### config.mk
export PLATFORM = sky130hd
export DESIGN_NAME = prime_gen
export DESIGN_NICKNAME = d
export VERILOG_FILES = /design/src/rtl/prime_pkg.sv /design/src/rtl/prime_mod_unit.sv /design/src/rtl/prime_gen.sv
export SDC_FILE = /design/constraint.sdc
export NUM_CORES = 1
export LEC_CHECK = 0
export BUFFER_PORTS_ARGS = -buffer_cell sky130_fd_sc_hd__buf_4
export CAP_MARGIN = 25
export CORE_MARGIN = 4
export CORE_UTILIZATION = 45
export CTS_BUF_LIST = sky130_fd_sc_hd__clkbuf_4 sky130_fd_sc_hd__clkbuf_8
export DETAILED_ROUTE_END_ITERATION = 16
export GPL_TIMING_DRIVEN = 1
export SYNTH_ARGS = -nofsm -noshare
export SYNTH_HDL_FRONTEND = slang
export SYNTH_SLANG_ARGS = --single-unit
export TNS_END_PERCENT = 5
### constraint.sdc
create_clock -name clk -period 5.9 [get_ports clk]
set_clock_uncertainty 0.2 [all_clocks]
set_input_delay 1.18 -clock clk [delete_from_list [all_inputs] [get_ports clk]]
set_output_delay 1.18 -clock clk [all_outputs]
set_load 0.005 [all_outputs]
### src/rtl/prime_pkg.sv
// Shared types and defaults for the prime generator: FSM state encoding and default width.
package prime_pkg;

    localparam int PRIME_WIDTH = 8;

    typedef enum logic [2:0] {
        ST_IDLE   = 3'd0,
        ST_NEXT   = 3'd1,
        ST_CHECK  = 3'd2,
        ST_DIVIDE = 3'd3,
        ST_EMIT   = 3'd4,
        ST_DONE   = 3'd5
    } state_t;

endpackage

### src/rtl/prime_mod_unit.sv
// Serial restoring remainder unit: one quotient bit per cycle, rdy pulses WIDTH+1 cycles after go.
module prime_mod_unit #(
    parameter int WIDTH = 8
) (
    input  logic             clk,
    input  logic             reset,
    input  logic             go,
    input  logic [WIDTH-1:0] dividend,
    input  logic [WIDTH-1:0] divisor,
    output logic             rdy,
    output logic [WIDTH-1:0] rem
);

    localparam int CW = $clog2(WIDTH + 1);

    logic             r_busy;
    logic [CW-1:0]    r_cnt;
    logic [WIDTH-1:0] r_dvd;
    logic [WIDTH-1:0] r_dsr;
    logic [WIDTH-1:0] r_rem;
    logic             r_rdy;

    logic [WIDTH:0]   w_shift;
    logic             w_ge;
    logic [WIDTH-1:0] w_rem_nxt;

    // One restoring step; when the shifted value is >= divisor the difference fits in WIDTH bits.
    always_comb begin
        w_shift   = {r_rem, r_dvd[WIDTH-1]};
        w_ge      = (w_shift >= {1'b0, r_dsr});
        w_rem_nxt = w_shift[WIDTH-1:0];
        if (w_ge) begin
            w_rem_nxt = w_shift[WIDTH-1:0] - r_dsr;
        end else begin
            w_rem_nxt = w_shift[WIDTH-1:0];
        end
    end

    // Operand load on go, then WIDTH iterations; go while running is ignored.
    always_ff @(posedge clk or posedge reset) begin
        if (reset) begin
            r_busy <= 1'b0;
            r_cnt  <= '0;
            r_dvd  <= '0;
            r_dsr  <= '0;
            r_rem  <= '0;
            r_rdy  <= 1'b0;
        end else begin
            r_rdy <= 1'b0;
            if (!r_busy) begin
                if (go) begin
                    r_busy <= 1'b1;
                    r_cnt  <= CW'(WIDTH);
                    r_dvd  <= dividend;
                    r_dsr  <= divisor;
                    r_rem  <= '0;
                end
            end else begin
                r_rem <= w_rem_nxt;
                r_dvd <= {r_dvd[WIDTH-2:0], 1'b0};
                r_cnt <= r_cnt - CW'(1);
                if (r_cnt == CW'(1)) begin
                    r_busy <= 1'b0;
                    r_rdy  <= 1'b1;
                end
            end
        end
    end

    assign rdy = r_rdy;
    assign rem = r_rem;

endmodule

### src/rtl/prime_gen.sv
// Trial-division prime generator: streams every prime in [2, limit] in ascending order over valid/ready.
module prime_gen
    import prime_pkg::*;
#(
    parameter int WIDTH = PRIME_WIDTH
) (
    input  logic             clk,
    input  logic             reset,
    input  logic             start,
    input  logic [WIDTH-1:0] limit,
    input  logic             out_ready,
    output logic             out_valid,
    output logic [WIDTH-1:0] prime,
    output logic             busy,
    output logic             done
);

    localparam int SW = 2 * WIDTH + 2;

    state_t           r_state, w_state_nxt;
    logic [WIDTH-1:0] r_lim, w_lim_nxt;
    logic [WIDTH:0]   r_cand, w_cand_nxt;
    logic [WIDTH-1:0] r_d, w_d_nxt;
    logic             r_out_valid;
    logic [WIDTH-1:0] r_prime;
    logic             r_busy;
    logic             r_done;

    logic             w_div_go;
    logic             w_div_rdy;
    logic [WIDTH-1:0] w_div_rem;
    logic [SW-1:0]    w_sq;
    logic             w_is_prime;

    // Squared divisor is formed wide enough that it can never overflow.
    assign w_sq       = SW'(r_d) * SW'(r_d);
    assign w_is_prime = (w_sq > SW'(r_cand));

    prime_mod_unit #(.WIDTH(WIDTH)) u_mod (
        .clk      (clk),
        .reset    (reset),
        .go       (w_div_go),
        .dividend (r_cand[WIDTH-1:0]),
        .divisor  (r_d),
        .rdy      (w_div_rdy),
        .rem      (w_div_rem)
    );

    // State and datapath registers, plus outputs registered from the next state.
    always_ff @(posedge clk or posedge reset) begin
        if (reset) begin
            r_state     <= ST_IDLE;
            r_lim       <= '0;
            r_cand      <= '0;
            r_d         <= '0;
            r_out_valid <= 1'b0;
            r_prime     <= '0;
            r_busy      <= 1'b0;
            r_done      <= 1'b0;
        end else begin
            r_state     <= w_state_nxt;
            r_lim       <= w_lim_nxt;
            r_cand      <= w_cand_nxt;
            r_d         <= w_d_nxt;
            r_out_valid <= (w_state_nxt == ST_EMIT);
            r_prime     <= (w_state_nxt == ST_EMIT) ? w_cand_nxt[WIDTH-1:0] : r_prime;
            r_busy      <= (w_state_nxt != ST_IDLE) && (w_state_nxt != ST_DONE);
            r_done      <= (w_state_nxt == ST_DONE);
        end
    end

    // Next-state and datapath update logic.
    always_comb begin
        w_state_nxt = r_state;
        w_lim_nxt   = r_lim;
        w_cand_nxt  = r_cand;
        w_d_nxt     = r_d;
        w_div_go    = 1'b0;
        case (r_state)
            ST_IDLE, ST_DONE: begin
                if (start) begin
                    w_lim_nxt   = limit;
                    w_cand_nxt  = {{(WIDTH-1){1'b0}}, 2'd2};
                    w_state_nxt = ST_NEXT;
                end else begin
                    w_state_nxt = r_state;
                end
            end
            ST_NEXT: begin
                if (r_cand > {1'b0, r_lim}) begin
                    w_state_nxt = ST_DONE;
                end else begin
                    w_d_nxt     = {{(WIDTH-2){1'b0}}, 2'd2};
                    w_state_nxt = ST_CHECK;
                end
            end
            ST_CHECK: begin
                if (w_is_prime) begin
                    w_state_nxt = ST_EMIT;
                end else begin
                    w_div_go    = 1'b1;
                    w_state_nxt = ST_DIVIDE;
                end
            end
            ST_DIVIDE: begin
                if (w_div_rdy) begin
                    if (w_div_rem == '0) begin
                        w_cand_nxt  = r_cand + {{WIDTH{1'b0}}, 1'b1};
                        w_state_nxt = ST_NEXT;
                    end else begin
                        w_d_nxt     = r_d + {{(WIDTH-1){1'b0}}, 1'b1};
                        w_state_nxt = ST_CHECK;
                    end
                end else begin
                    w_state_nxt = ST_DIVIDE;
                end
            end
            ST_EMIT: begin
                if (r_out_valid && out_ready) begin
                    w_cand_nxt  = r_cand + {{WIDTH{1'b0}}, 1'b1};
                    w_state_nxt = ST_NEXT;
                end else begin
                    w_state_nxt = ST_EMIT;
                end
            end
            default: begin
                w_state_nxt = ST_IDLE;
            end
        endcase
    end

    assign out_valid = r_out_valid;
    assign prime     = r_prime;
    assign busy      = r_busy;
    assign done      = r_done;

endmodule
==> run metrics <==
clock-pin slew on the worst setup and hold paths 0.07 ns; slew margin rel. 0.410; DP Area 0.00592 mm^2; vias per cell 5.31; Die H 119 um; max cap viols 0; EDFF count, synth 0; Seq/Total Area, Yosys 0.311; Tcrit/Tclk final 0.963; GPL Wtd Cong 0.847; endpoint class of the critical path register; pwr dens 326 mW/mm^2; Hold Buf Count CTS 0; largest family of logic cells by synthesized area adder cells; Clock Latency Late Sink 0.35 ns; antenna cells 0; initial antenna violation count 0; GRT Overall Usage 0.177; largest net degree at the start of global routing 70; CTS root buf clkbuf_8; initial core utilization 0.460; CTS tree built; Port-buffer cells 22; Residual DRC 0; routed wire length 12200 um; CP most frequent cell fa_1; Crit Path Max Fanout 8; critical path type register to register; Max Freq 176 MHz; Mapped Area 0.00555 mm^2; FF-to-FF Start r_d[3]; Rows 40; crit-path cells buf_4 > and2_1 > fa_1 > fa_1 > inv_1 > fa_1 > fa_1 > inv_1 > ha_4 > xnor2_2 > ha_1 > inv_2 > a211oi_1 > a211oi_1 > o22ai_1 > a2111oi_4 > nand3_4 > nor2_4 > buf_12 > mux2_2; most numerous cell in the Yosys netlist inv_1; worst slew pin tran 0.885 ns; Fin Hold WS 0.292 ns; Sink Count 69; core area 0.0121 mm^2; I/O pins 23; mux cell area share after synthesis 0.0787; worst path arrival time 5.72 ns; R2R Setup Slk 0.22 ns; async set-reset flop share out of synthesis 1.00; share of post-route cells with drive strength above 1 0.189; wire per inst 15.1 um; Synth Area in Compound Gates 0.139; detailed router's first-iteration violation count 180; Die ar. 0.0142 mm^2; status completed; hold path depth 2; post-DP HPWL 9220 um; post-route cell area 0.00638 mm^2; Buf/Inv on CP 5; Unique masters post-synth 65; Tmin final 5.68 ns; top post-synthesis cells by area dfrtp_1, ha_1, fa_1; RR Endpoint u_mod.r_dsr[0]; Layout area overhead 15.1%; setup violators final 0; peak supply drop 184 uV; vias in the first global route 4322; grt ovf 0; Die Width 119 um; top cells by count, synth inv_1, dfrtp_1, ha_1, nand2_1, o21ai_0; remaining antenna violation count 0; Crit. path cell count 20; total negative slack 0 ns; post-synth top area cell dfrtp_1; nets 723; Synth Area per Inst 9.39 um^2; first-pass GRT wire length 20600 um; Min-Delay Endpoint u_mod.r_dvd[4]; Adder-Cell Fraction of Synth Area 0.220; critical hold path startpoint u_mod.r_dvd[3]; Leak 3.16 nW; Final Hold Fails 0; Yosys top cell area share 0.311; Min-Delay Path Class register to register; FF+latch count, synth 69; synth warn 0; dominant synthesized flop cell dfrtp_1; Worst Path Required 5.94 ns; critical path's largest stage delay 0.56 ns; Initial DRT Pass Iterations 5; post-synthesis cell count 591; RSZ-0062 raised after global routing no; Post-Synth Simple-Gate Area 0.146; Critical Path Start Type register; clk buf depth 2; routed via count 4260; r2r worst-path depth 20; TritonCTS Buffers 9; Top delay family on crit path adder cells; Pins Over Slew Limit 0; Synth Area in XOR/XNOR 0.0347; H-tree Lvls 3; critical path's slowest cell fa_1
==> power by group <==
group	switching, mW	internal, mW
logic	0.493	0.427
registers	0.126	0.605
clock network	0.181	0.252
==> registers in the layout (all words and copies together) (netlist names), 4 cells and up <==
name and cells:
u_mod.r_dsr 8, u_mod.r_cnt 4, r_d 8, u_mod.r_dvd 8, r_cand 9, prime 8
r_lim 8, u_mod.rem 8
==> placed cells by master, fill, tap and decap left out, drive strengths merged, types with 18 or more instances in the layout <==
cell | Yosys | final
nor2 | 31 | 31
ha | 56 | 56
mux2 | 18 | 18
o21ai | 40 | 40
nand2 | 52 | 52
dfrtp | 69 | 69
buf | 5 | 44
inv | 80 | 80
a21oi | 34 | 34
fa | 26 | 26
mux2i | 23 | 23
and2 | 18 | 18
==> layout make-up <==
cell class	count	area (um^2)
fillers	1105	5680
multi-input cells	425	3570
flip-flops and latches	69	1740
repair buffers	44	347
inverters	80	300
well taps	168	210
clock buffers	12	146
clock inverters	4	72.6
==> kinds of logic (layout without fill, tap and decap cells) <==
family,Yosys count,after routing
buffers and inverters,98,140
AO/OA/AOI/OAI,119,119
other,1,2
flip-flops,69,69
adder cells (fa/ha/maj),82,82
XOR/XNOR,22,22
AND/OR/NAND/NOR,159,159
multiplexers,41,41
==> per-stage QoR <==
step	utilization	setup WS, ns	cells	power, mW
6_report	0.529	0.220	802	2.08
3_5_place_dp	0.491	0.112	774	1.64
2_1_floorplan	-	0.435	592	1.41
3_3_place_gp	0.491	0.134	774	1.60
5_1_grt	0.529	0.00283	802	2.27
4_1_cts	0.509	0.0260	790	2.08
==> worst max path at each step <==
| stage | start | endpoint | slack (ns) |
|---|---|---|---|
| after floorplan | r_d[6] | prime[0] | 0.44 |
| after global placement | r_d[0] | u_mod.r_dsr[6] | 0.13 |
| after detailed placement | r_d[0] | u_mod.r_dsr[1] | 0.11 |
| after CTS | r_d[0] | u_mod.r_dsr[4] | 0.03 |
| after global routing | r_d[3] | u_mod.r_dsr[0] | 0.003 |
| final | r_d[3] | u_mod.r_dsr[0] | 0.22 |
==> worst reg2reg max path, delay by kind of cell (launching register included) <==
family | cells | cell delay [ns]
adders and majority gates | 6 | 2.63
muxes | 1 | 0.33
DFF | 1 | 0.43
buffers and inverters | 5 | 0.49
AOI/OAI and AO/OA | 4 | 0.90
xor gates and xnor gates | 1 | 0.14
and+or+nand+nor | 3 | 0.48
==> what timing repair did <==
action | CTS | global route
buffers inserted | 0 | 12
resized for setup | 0 | 35
endpoints found under the setup margin | 0 | 39
hold endpoints to repair | 0 | 0
==> routing by layer <==
| metal | GRT usage | wire length [um] |
|---|---|---|
| met5 | 0 | 0 |
| met4 | 0.0485 | 214 |
| met3 | 0.0380 | 386 |
| met2 | 0.299 | 6050 |
| met1 | 0.230 | 5500 |
No activity file was read; power rests on OpenSTA's default activity.
